`config.mk`:
```
export PLATFORM = sky130hd
export DESIGN_NAME = des_sbox_engine
export DESIGN_NICKNAME = d
export VERILOG_FILES = /design/src/rtl/des_sbox_engine.sv
export SDC_FILE = /design/constraint.sdc
export NUM_CORES = 1
export LEC_CHECK = 0
export ABC_AREA = 1
export CAP_MARGIN = 20
export CORE_MARGIN = 10
export CORE_UTILIZATION = 60
export CTS_BUF_LIST = sky130_fd_sc_hd__clkbuf_2 sky130_fd_sc_hd__clkbuf_4 sky130_fd_sc_hd__clkbuf_8
export CTS_CLUSTER_DIAMETER = 120
export DETAILED_ROUTE_END_ITERATION = 12
export HOLD_SLACK_MARGIN = 0.12
export PLACE_DENSITY = 0.88
export SLEW_MARGIN = 5
export SYNTH_ARGS = -nofsm -noshare
export SYNTH_HDL_FRONTEND = slang
export SYNTH_SLANG_ARGS = --single-unit
```
`constraint.sdc`:
```
create_clock -name CLK -period 5.4 [get_ports CLK]
set_clock_uncertainty 0.05 [all_clocks]
set_input_delay 1.08 -clock CLK [delete_from_list [all_inputs] [get_ports CLK]]
set_output_delay 1.08 -clock CLK [all_outputs]
set_load 0.05 [all_outputs]
```
`src/rtl/des_sbox_engine.sv`:
```
// DES S1..S8 substitution engine, LANES lookups per cycle over 8/LANES passes, valid/ready on both sides.
// Define DES_SBOX_PPERM_EN to fold the DES P permutation into the final result load.
module des_sbox_engine #(
  parameter int unsigned LANES = 2
) (
  input  logic        CLK,
  input  logic        RST_N,
  input  logic        IN_VALID,
  output logic        IN_READY,
  input  logic [47:0] IN_DATA,
  output logic        OUT_VALID,
  input  logic        OUT_READY,
  output logic [31:0] OUT_DATA,
  output logic        BUSY
);

  localparam int unsigned PASSES = 8 / LANES;
  localparam int unsigned CntW   = (PASSES > 1) ? $clog2(PASSES) : 1;

  if (LANES != 1 && LANES != 2 && LANES != 4 && LANES != 8) begin : g_lanes_check
    $error("des_sbox_engine: LANES must be 1, 2, 4 or 8");
  end

  // One table per box, 64 nibbles each; row 0 col 0 sits in the top nibble.
  localparam logic [255:0] SboxTbl [8] = '{
    256'hE4D12FB83A6C5907_0F74E2D1A6CB9538_41E8D62BFC973A50_FC8249175B3EA06D,
    256'hF18E6B34972DC05A_3D47F28EC01A69B5_0E7BA4D158C6932F_D8A13F42B67C05E9,
    256'hA09E63F51DC7B428_D70934A6285ECBF1_D6498F30B12C5AE7_1AD069874FE3B52C,
    256'h7DE3069A1285BC4F_D8B56F03472C1AE9_A690CB7DF13E5284_3F06A1D8945BC72E,
    256'h2C417AB6853FD0E9_EB2C47D150FA3986_421BAD78F9C5630E_B8C71E2D6F09A453,
    256'hC1AF92680D34E75B_AF427C9561DE0B38_9EF528C3704A1DB6_432C95FABE17608D,
    256'h4B2EF08D3C975A61_D0B7491AE35C2F86_14BDC37EAF680592_6BD814A7950FE23C,
    256'hD2846FB1A93E50C7_1FD8A374C56B0E92_7B419CE206ADF358_21E74A8DFC90356B
  };

  typedef enum logic [1:0] {StIdle, StSub, StDone} state_e;

  state_e            state_q;
  logic [CntW-1:0]   cnt_q;
  logic [47:0]       data_q;
  logic [31:0]       res_q;
  logic [31:0]       res_d;
  logic [31:0]       out_d;
  logic [31:0]       out_q;

  function automatic logic [3:0] sbox_lookup(input logic [2:0] box, input logic [5:0] chunk);
    logic [5:0] inv;
    inv = ~{chunk[5], chunk[0], chunk[4:1]};
    return SboxTbl[box][{inv, 2'b00} +: 4];
  endfunction

`ifdef DES_SBOX_PPERM_EN
  localparam int unsigned PTbl [32] = '{
    16, 7, 20, 21, 29, 12, 28, 17, 1, 15, 23, 26, 5, 18, 31, 10,
    2, 8, 24, 14, 32, 27, 3, 9, 19, 13, 30, 6, 22, 11, 4, 25
  };

  // Table positions count from 1 at the MSB.
  function automatic logic [31:0] p_perm(input logic [31:0] s);
    logic [31:0] p;
    p = '0;
    for (int i = 0; i < 32; i++) begin
      p[31-i] = s[32-PTbl[i]];
    end
    return p;
  endfunction
`endif

  always_comb begin
    logic [2:0] box;
    logic [5:0] chunk;
    logic [3:0] nib;
    box   = '0;
    chunk = '0;
    nib   = '0;
    res_d = res_q;
    for (int unsigned l = 0; l < LANES; l++) begin
      box   = 3'(32'(cnt_q) * LANES + l);
      chunk = 6'(data_q >> (6 * (3'd7 - box)));
      nib   = sbox_lookup(box, chunk);
      res_d = (res_d & ~(32'hF << (4 * (3'd7 - box)))) | ({28'd0, nib} << (4 * (3'd7 - box)));
    end
  end

`ifdef DES_SBOX_PPERM_EN
  assign out_d = p_perm(res_d);
`else
  assign out_d = res_d;
`endif

  always_ff @(posedge CLK) begin
    if (!RST_N) begin
      state_q <= StIdle;
      cnt_q   <= '0;
      data_q  <= '0;
      res_q   <= '0;
      out_q   <= '0;
    end else begin
      unique case (state_q)
        StIdle: begin
          if (IN_VALID) begin
            data_q  <= IN_DATA;
            cnt_q   <= '0;
            state_q <= StSub;
          end
        end
        StSub: begin
          res_q <= res_d;
          cnt_q <= cnt_q + 1'b1;
          if (cnt_q == CntW'(PASSES - 1)) begin
            out_q   <= out_d;
            state_q <= StDone;
          end
        end
        StDone: begin
          if (OUT_READY) begin
            if (IN_VALID) begin
              data_q  <= IN_DATA;
              cnt_q   <= '0;
              state_q <= StSub;
            end else begin
              state_q <= StIdle;
            end
          end
        end
        default: state_q <= StIdle;
      endcase
    end
  end

  // Accepting in DONE is what makes back-to-back blocks possible.
  assign IN_READY  = (state_q == StIdle) || ((state_q == StDone) && OUT_READY);
  assign OUT_VALID = (state_q == StDone);
  assign BUSY      = (state_q != StIdle);
  assign OUT_DATA  = out_q;

endmodule
```
After elaboration in Yosys (flattened, before gate mapping)
Memory sizes are Yosys's and may differ from the RTL's.
Cells that the tools add are included.
{"block": "totals", "mem_bits_ro": 4096, "elab_cells": 64, "memories": 2, "in_bits": 52, "out_inout_bits": 35, "register_bits": 116}
{"memory": "(name not given)", "words": 8, "width": 256, "rd": 1, "rd_ports_with_merged_regs": 0, "write_ports": 0, "line": "49", "rtl": "return SboxTbl[box][{inv, 2'b00} +: 4];"}
{"memory": "(name not given)", "words": 8, "width": 256, "rd": 1, "rd_ports_with_merged_regs": 0, "write_ports": 0, "line": "49"}
{"block": "op_classes", "muxes": 15, "addsub": 4, "n_eq_ne": 6, "order_cmp": 2, "shifts": 8, "n_mul": 2, "n_reduce_logical": 10, "n_bitwise": 10}
{"cell": "$mux W256", "count": 4}
{"cell": "$shiftx A256 B9 Y4", "count": 2}
{"cell": "$mux W48", "count": 2}
{"cell": "$pmux W48 S2", "count": 1}
{"cell": "$shr A48 B32 Y6", "count": 2}
{"cell": "$and A32 B32 Y32", "count": 2}
{"cell": "$mul A2 B32 Y31 const A", "count": 2}
{"cell": "$not A32 Y32", "count": 2}
{"cell": "$or A32 B32 Y32", "count": 2}
{"cell": "$shl A4 B32 Y32", "count": 2}
{"cell": "$shl A4 B32 Y32 const A", "count": 2}
{"cell": "$not A6 Y6", "count": 2}
{"cell": "$pmux W2 S3", "count": 2}
{"cell": "$mux W2", "count": 5}
{"cell": "$ge A4 B4 Y1 const B", "count": 2}
{"cell": "$not A3 Y4", "count": 2}
{"cell": "$sub A3 B3 Y4 const A", "count": 2}
{"cell": "$reduce_and A2 Y1", "count": 3}
{"cell": "$eq A2 B2 Y1 const B", "count": 2}
{"cell": "$ne A2 B2 Y1 const B", "count": 2}
{"cell": "$reduce_bool A2 Y1", "count": 2}
{"cell": "$add A3 B1 Y3 const B", "count": 1}
{"cell": "$reduce_and A3 Y1", "count": 1}
{"cell": "$reduce_bool A3 Y1", "count": 1}
{"cell": "other kinds (7)", "count": 7}

Longest topological paths before layout
{"block": "depth", "word_depth": 9, "ltp_mapped": 29, "ltp_nobuf": 22}

Least setup slack after synthesis
Ideal clock, no wire load.
{"block": "synth_path", "path_kind": "reg-to-reg", "start": "reg cnt_q[0]", "end": "reg out_q[23], in the netlist OUT_DATA[23]", "stages_incl_launch_ff": 28, "path_slack_ns": 1.459, "period_less_slack_ns": 3.941, "setup_ns": 0.109, "t_required_ns": 5.241, "arrival_ns": 3.782, "path_buffers": 8, "cell_sequence": "dfxtp_1 buf_6 inv_6 buf_6 buf_6 clkbuf_1 clkbuf_1 ha_1 buf_6 inv_6 buf_4 o2111ai_2 nand2_2 buf_6 inv_2 ha_1 o21ai_0 inv_1 o21ai_0 nand2_1 nand2_1 nand3_1 nand2_1 nand2_2 nand3_1 o211ai_1 nand2_1 inv_1"}
{"block": "synth_via", "elab_chain_cells": 9, "word_cells_on_any_way": 31, "cone_classes": "3 x add/sub; 2 x mul; 1 x eq/ne; 8 x shift; 4 x mux; 10 x bitwise; 1 x reduce/logical; 2 x memory"}
{"element": "start: declaration", "line": "39", "rtl": "logic [CntW-1:0] cnt_q;"}
{"element": "start signal: assignment", "line": "109", "rtl": "cnt_q <= cnt_q + 1'b1;"}
{"element": "parallel branches: the longest is 9 deep, another holds $mul A2 B32 Y31"}
{"element": "end signal: assignment", "line": "111", "rtl": "out_q <= out_d;"}
{"element": "end: declaration", "line": "44", "rtl": "logic [31:0] out_q;"}
Parallel ways; which one is timed is not known. The select of a mux whose other input is x is not followed.
A chain may end at the register's enable or synchronous reset.

Worst setup path after layout
{"block": "layout_path", "start": "reg cnt_q[0]", "end": "reg out_q[27], in the netlist OUT_DATA[27]"}
The elaborated chain is that of the path after synthesis.

==> metrics.txt <==
Area growth syn-to-layout=8.914%; vias post-DR=10.39k; TritonCTS Buffers=9; initial standard-cell utilization of the core=61.97%; die boundary width=140.4 um; number of gates resized after cts=0; Critical Path Source Type=register; combinational share of power=55.7%; most frequently used flop master after synthesis=sky130_fd_sc_hd__dfxtp_1; placeable core area=0.01404 mm2; peak clock frequency supported by timing=236.6 MHz; leakage power summed over all cells=4.348 nW; average cell area after synthesis=6.047 um2; end of the worst register-to-register path=OUT_DATA[27]$_SDFFE_PN0P_; clock tree from TritonCTS=yes; buffer levels on the longest clock path=2; number of distinct library cells after synthesis=41; most common cell after layout, fill and taps aside=sky130_fd_sc_hd__nand3_1; initial antenna violation count=0; worst-skew pair later-pin latency=0.38 ns; post-CTS setup-driven buffer insertion count=0; switching power total=1.530 mW; synthesized area=0.008702 mm2; launch instance of the worst register-to-register path=cnt_q[0]$_SDFFE_PN0P_; Worst Path Required=5.69 ns; length in cells of the worst reg-to-reg path=18; slack of the worst reg-to-reg path=1.17 ns; DIE HEIGHT=140.4 um; number of ports placed on the die boundary=87; first-pass GRT wire length=48.52 mm; synthesis warning total=0; Post-Synthesis Cells=1439; ys async rst share=0%; number of routed nets with antenna violations=0; Max Cap Viol=0; endpoint with the worst hold slack=data_q[14]$_SDFFE_PN0P_; beginning of the worst hold path=data_q[14]$_SDFFE_PN0P_; worst hold path class=register to register; worst-path fanout max=39; post-route clock period utilization=78.28%; sum of overflow across all layers after global routing=0; H-Tree Depth=3; vias in the first global route=9271; Row Count=43; summed negative setup slack over all endpoints=0 ns; Post-Route WL=30.21 mm; final critical delay including setup and external delays=4.227 ns; power density relative to cell area=324.7 mW/mm2; number of slew-limit violations in the final report=0; Net Count, Synth=1503; share of total power consumed by net switching=49.72%; clock root buffer=sky130_fd_sc_hd__clkbuf_8; number of synthesized register bits=108; number of cells on the worst hold path=2; internal power=1.548 mW; hold violation count in the final report=0; DR pass1 iterations=6; Crit path arrival time=4.52 ns; number of flops mapped to enable cells by yosys=0; hold slack final=0.4177 ns; TritonCTS sink count=108; type of destination of the critical path=register; WL per Instance=18.50 um; Cell Count Post-Placement=1617; class of the most critical setup path=register to register; final count of negative-setup-slack endpoints=0; pin count of the biggest net entering global routing=84; HPWL after detailed placement=21.19 mm; fraction of the yosys area taken by sequential cells=24.85%; portion of total power attributed to sequential cells=28.7%; number of buffers added on ports=86; number of hold buffers added after cts=0; drt drc=0; Clock transition at path regs=0.11 ns; Iter 0 DRT Violations=2094; Nets=1512; power share of the clock group=15.6%; number of antenna repair diodes=0; status=finished, final reports clean; Vias per Instance=6.360; fraction of layout instances using a drive strength above 1=7.158%; most frequent cells in the layout=387 x sky130_fd_sc_hd__nand3_1, 318 x sky130_fd_sc_hd__nand2_1, 117 x sky130_fd_sc_hd__nor2_1; Finished Layout Cells=1633; Slew HR=34.28%; die area=0.01972 mm2; setup repair after global routing missed its margin=false; All-Layer GR Usage=28.91%; Slew @ Worst Pin=0.9834 ns; Worst IR Drop VDD=0.2237 mV; GP Congestion=1.066
-- cells in the mapped netlist, types with 2 or more instances --
master                      number  area share, %
sky130_fd_sc_hd__o21a_1         25            2.2
sky130_fd_sc_hd__o22ai_2         2           0.29
sky130_fd_sc_hd__o211ai_1       12            1.0
sky130_fd_sc_hd__o22ai_1         9           0.65
sky130_fd_sc_hd__buf_1           5           0.22
sky130_fd_sc_hd__o21ai_1         6           0.35
sky130_fd_sc_hd__or2_2           3           0.22
sky130_fd_sc_hd__inv_6           2           0.20
sky130_fd_sc_hd__nor2_2          6           0.43
sky130_fd_sc_hd__nand4_1        11           0.79
sky130_fd_sc_hd__clkbuf_1       37            1.6
sky130_fd_sc_hd__buf_6          18            2.3
sky130_fd_sc_hd__nand3b_1        2           0.17
sky130_fd_sc_hd__a21oi_1        55            3.2
sky130_fd_sc_hd__dfxtp_1       108             25
sky130_fd_sc_hd__clkinv_1        2          0.086
sky130_fd_sc_hd__ha_1           12            1.7
sky130_fd_sc_hd__nand2_2        22            1.6
sky130_fd_sc_hd__nand3_1       387             22
sky130_fd_sc_hd__buf_2          30            1.7
sky130_fd_sc_hd__inv_2           8           0.35
sky130_fd_sc_hd__buf_4          12            1.0
sky130_fd_sc_hd__inv_1         104            4.5
sky130_fd_sc_hd__nand2_1       319             14
sky130_fd_sc_hd__o21ai_0        82            4.7
sky130_fd_sc_hd__o2111ai_1       2           0.20
sky130_fd_sc_hd__nand3_2        13            1.5
sky130_fd_sc_hd__o221ai_1        5           0.50
sky130_fd_sc_hd__nor2_1        119            5.1
sky130_fd_sc_hd__nor3_1          2           0.12
sky130_fd_sc_hd__nand2_4         9            1.2
-- worst max-delay path, stage by stage (launching register included) --
cell,delay (ns)
sky130_fd_sc_hd__dfxtp_1,0.42
sky130_fd_sc_hd__buf_4,0.45
sky130_fd_sc_hd__ha_1,0.46
sky130_fd_sc_hd__inv_1,0.25
sky130_fd_sc_hd__nand3_1,0.17
sky130_fd_sc_hd__nand3_2,0.34
sky130_fd_sc_hd__nand2_4,0.46
sky130_fd_sc_hd__nand2_1,0.38
sky130_fd_sc_hd__nand3_1,0.21
sky130_fd_sc_hd__nand3_1,0.11
sky130_fd_sc_hd__nand3_1,0.10
sky130_fd_sc_hd__nand2_1,0.08
sky130_fd_sc_hd__nand2_1,0.08
sky130_fd_sc_hd__nand3_1,0.09
sky130_fd_sc_hd__nand2_2,0.18
sky130_fd_sc_hd__nand3_1,0.11
sky130_fd_sc_hd__nand3_1,0.13
sky130_fd_sc_hd__nand2_1,0.07
sky130_fd_sc_hd__inv_1,0.05
-- registers in the layout (all words and copies together), names as in the netlist --
signal    cells
res_q        24
state_q       2
OUT_DATA     32
data_q       48
cnt_q         2
-- power by group through the flow --
stage          clock network [mW]  logic (mW)  registers (mW)
2_1_floorplan                   0        1.30           0.892
3_3_place_gp                    0        1.64           0.896
3_5_place_dp                    0        1.64           0.898
4_1_cts                     0.482        1.65           0.880
5_1_grt                     0.511        1.87           0.886
6_report                    0.481        1.72           0.882
-- worst max-delay path by stage --
stage	end	start	depth (start not counted)
3_5_place_dp	OUT_DATA[27]$_SDFFE_PN0P_	cnt_q[0]$_SDFFE_PN0P_	18
2_1_floorplan	OUT_DATA[23]$_SDFFE_PN0P_	cnt_q[0]$_SDFFE_PN0P_	27
5_1_grt	OUT_DATA[27]$_SDFFE_PN0P_	cnt_q[0]$_SDFFE_PN0P_	18
6_report	OUT_DATA[27]$_SDFFE_PN0P_	cnt_q[0]$_SDFFE_PN0P_	18
3_3_place_gp	OUT_DATA[29]$_SDFFE_PN0P_	cnt_q[0]$_SDFFE_PN0P_	17
4_1_cts	OUT_DATA[25]$_SDFFE_PN0P_	cnt_q[0]$_SDFFE_PN0P_	22
-- routing by layer --
metal	global-route usage, %	up-vias	part of all wire (%)
li1	-	4838	-
met1	38.34	4621	40
met2	44.21	802	44
met3	5.882	125	12
met4	12.39	0	3.9
met5	0	-	0
-- through the flow --
| stage | area (um2) | setup slack [ns] | total power, mW | utilization [%] |
|---|---|---|---|---|
| 2_1_floorplan | 8702 | 1.459 | 2.191 | - |
| 6_report | 9478 | 1.173 | 3.078 | 67.50 |
| 3_5_place_dp | 9288 | 1.352 | 2.537 | 66.14 |
| 4_1_cts | 9478 | 1.320 | 3.009 | 67.50 |
| 3_3_place_gp | 9288 | 1.396 | 2.540 | 66.14 |
| 5_1_grt | 9478 | 0.9049 | 3.268 | 67.50 |
-- cell families (layout without fill, tap and decap cells) --
kind of cell,count (synthesis),after routing,share of synthesized area [%]
AOI/OAI and AO/OA,205,205,13.92
DFF,108,108,24.85
buffers and inverters,219,233,12.25
adders and majority gates,12,12,1.725
and+or+nand+nor,895,895,47.26
-- final cells by class --
| class | count | area (um2) |
|---|---|---|
| fill | 1233 | 4564 |
| timing repair buffer | 101 | 968.4 |
| sequential | 108 | 2162 |
| tap | 180 | 225.2 |
| inverter | 116 | 445.4 |
| clock inverter | 6 | 58.81 |
| clock buffer | 10 | 131.4 |
| multi-input combinational | 1112 | 5487 |
(Power assumes the default switching activity.)
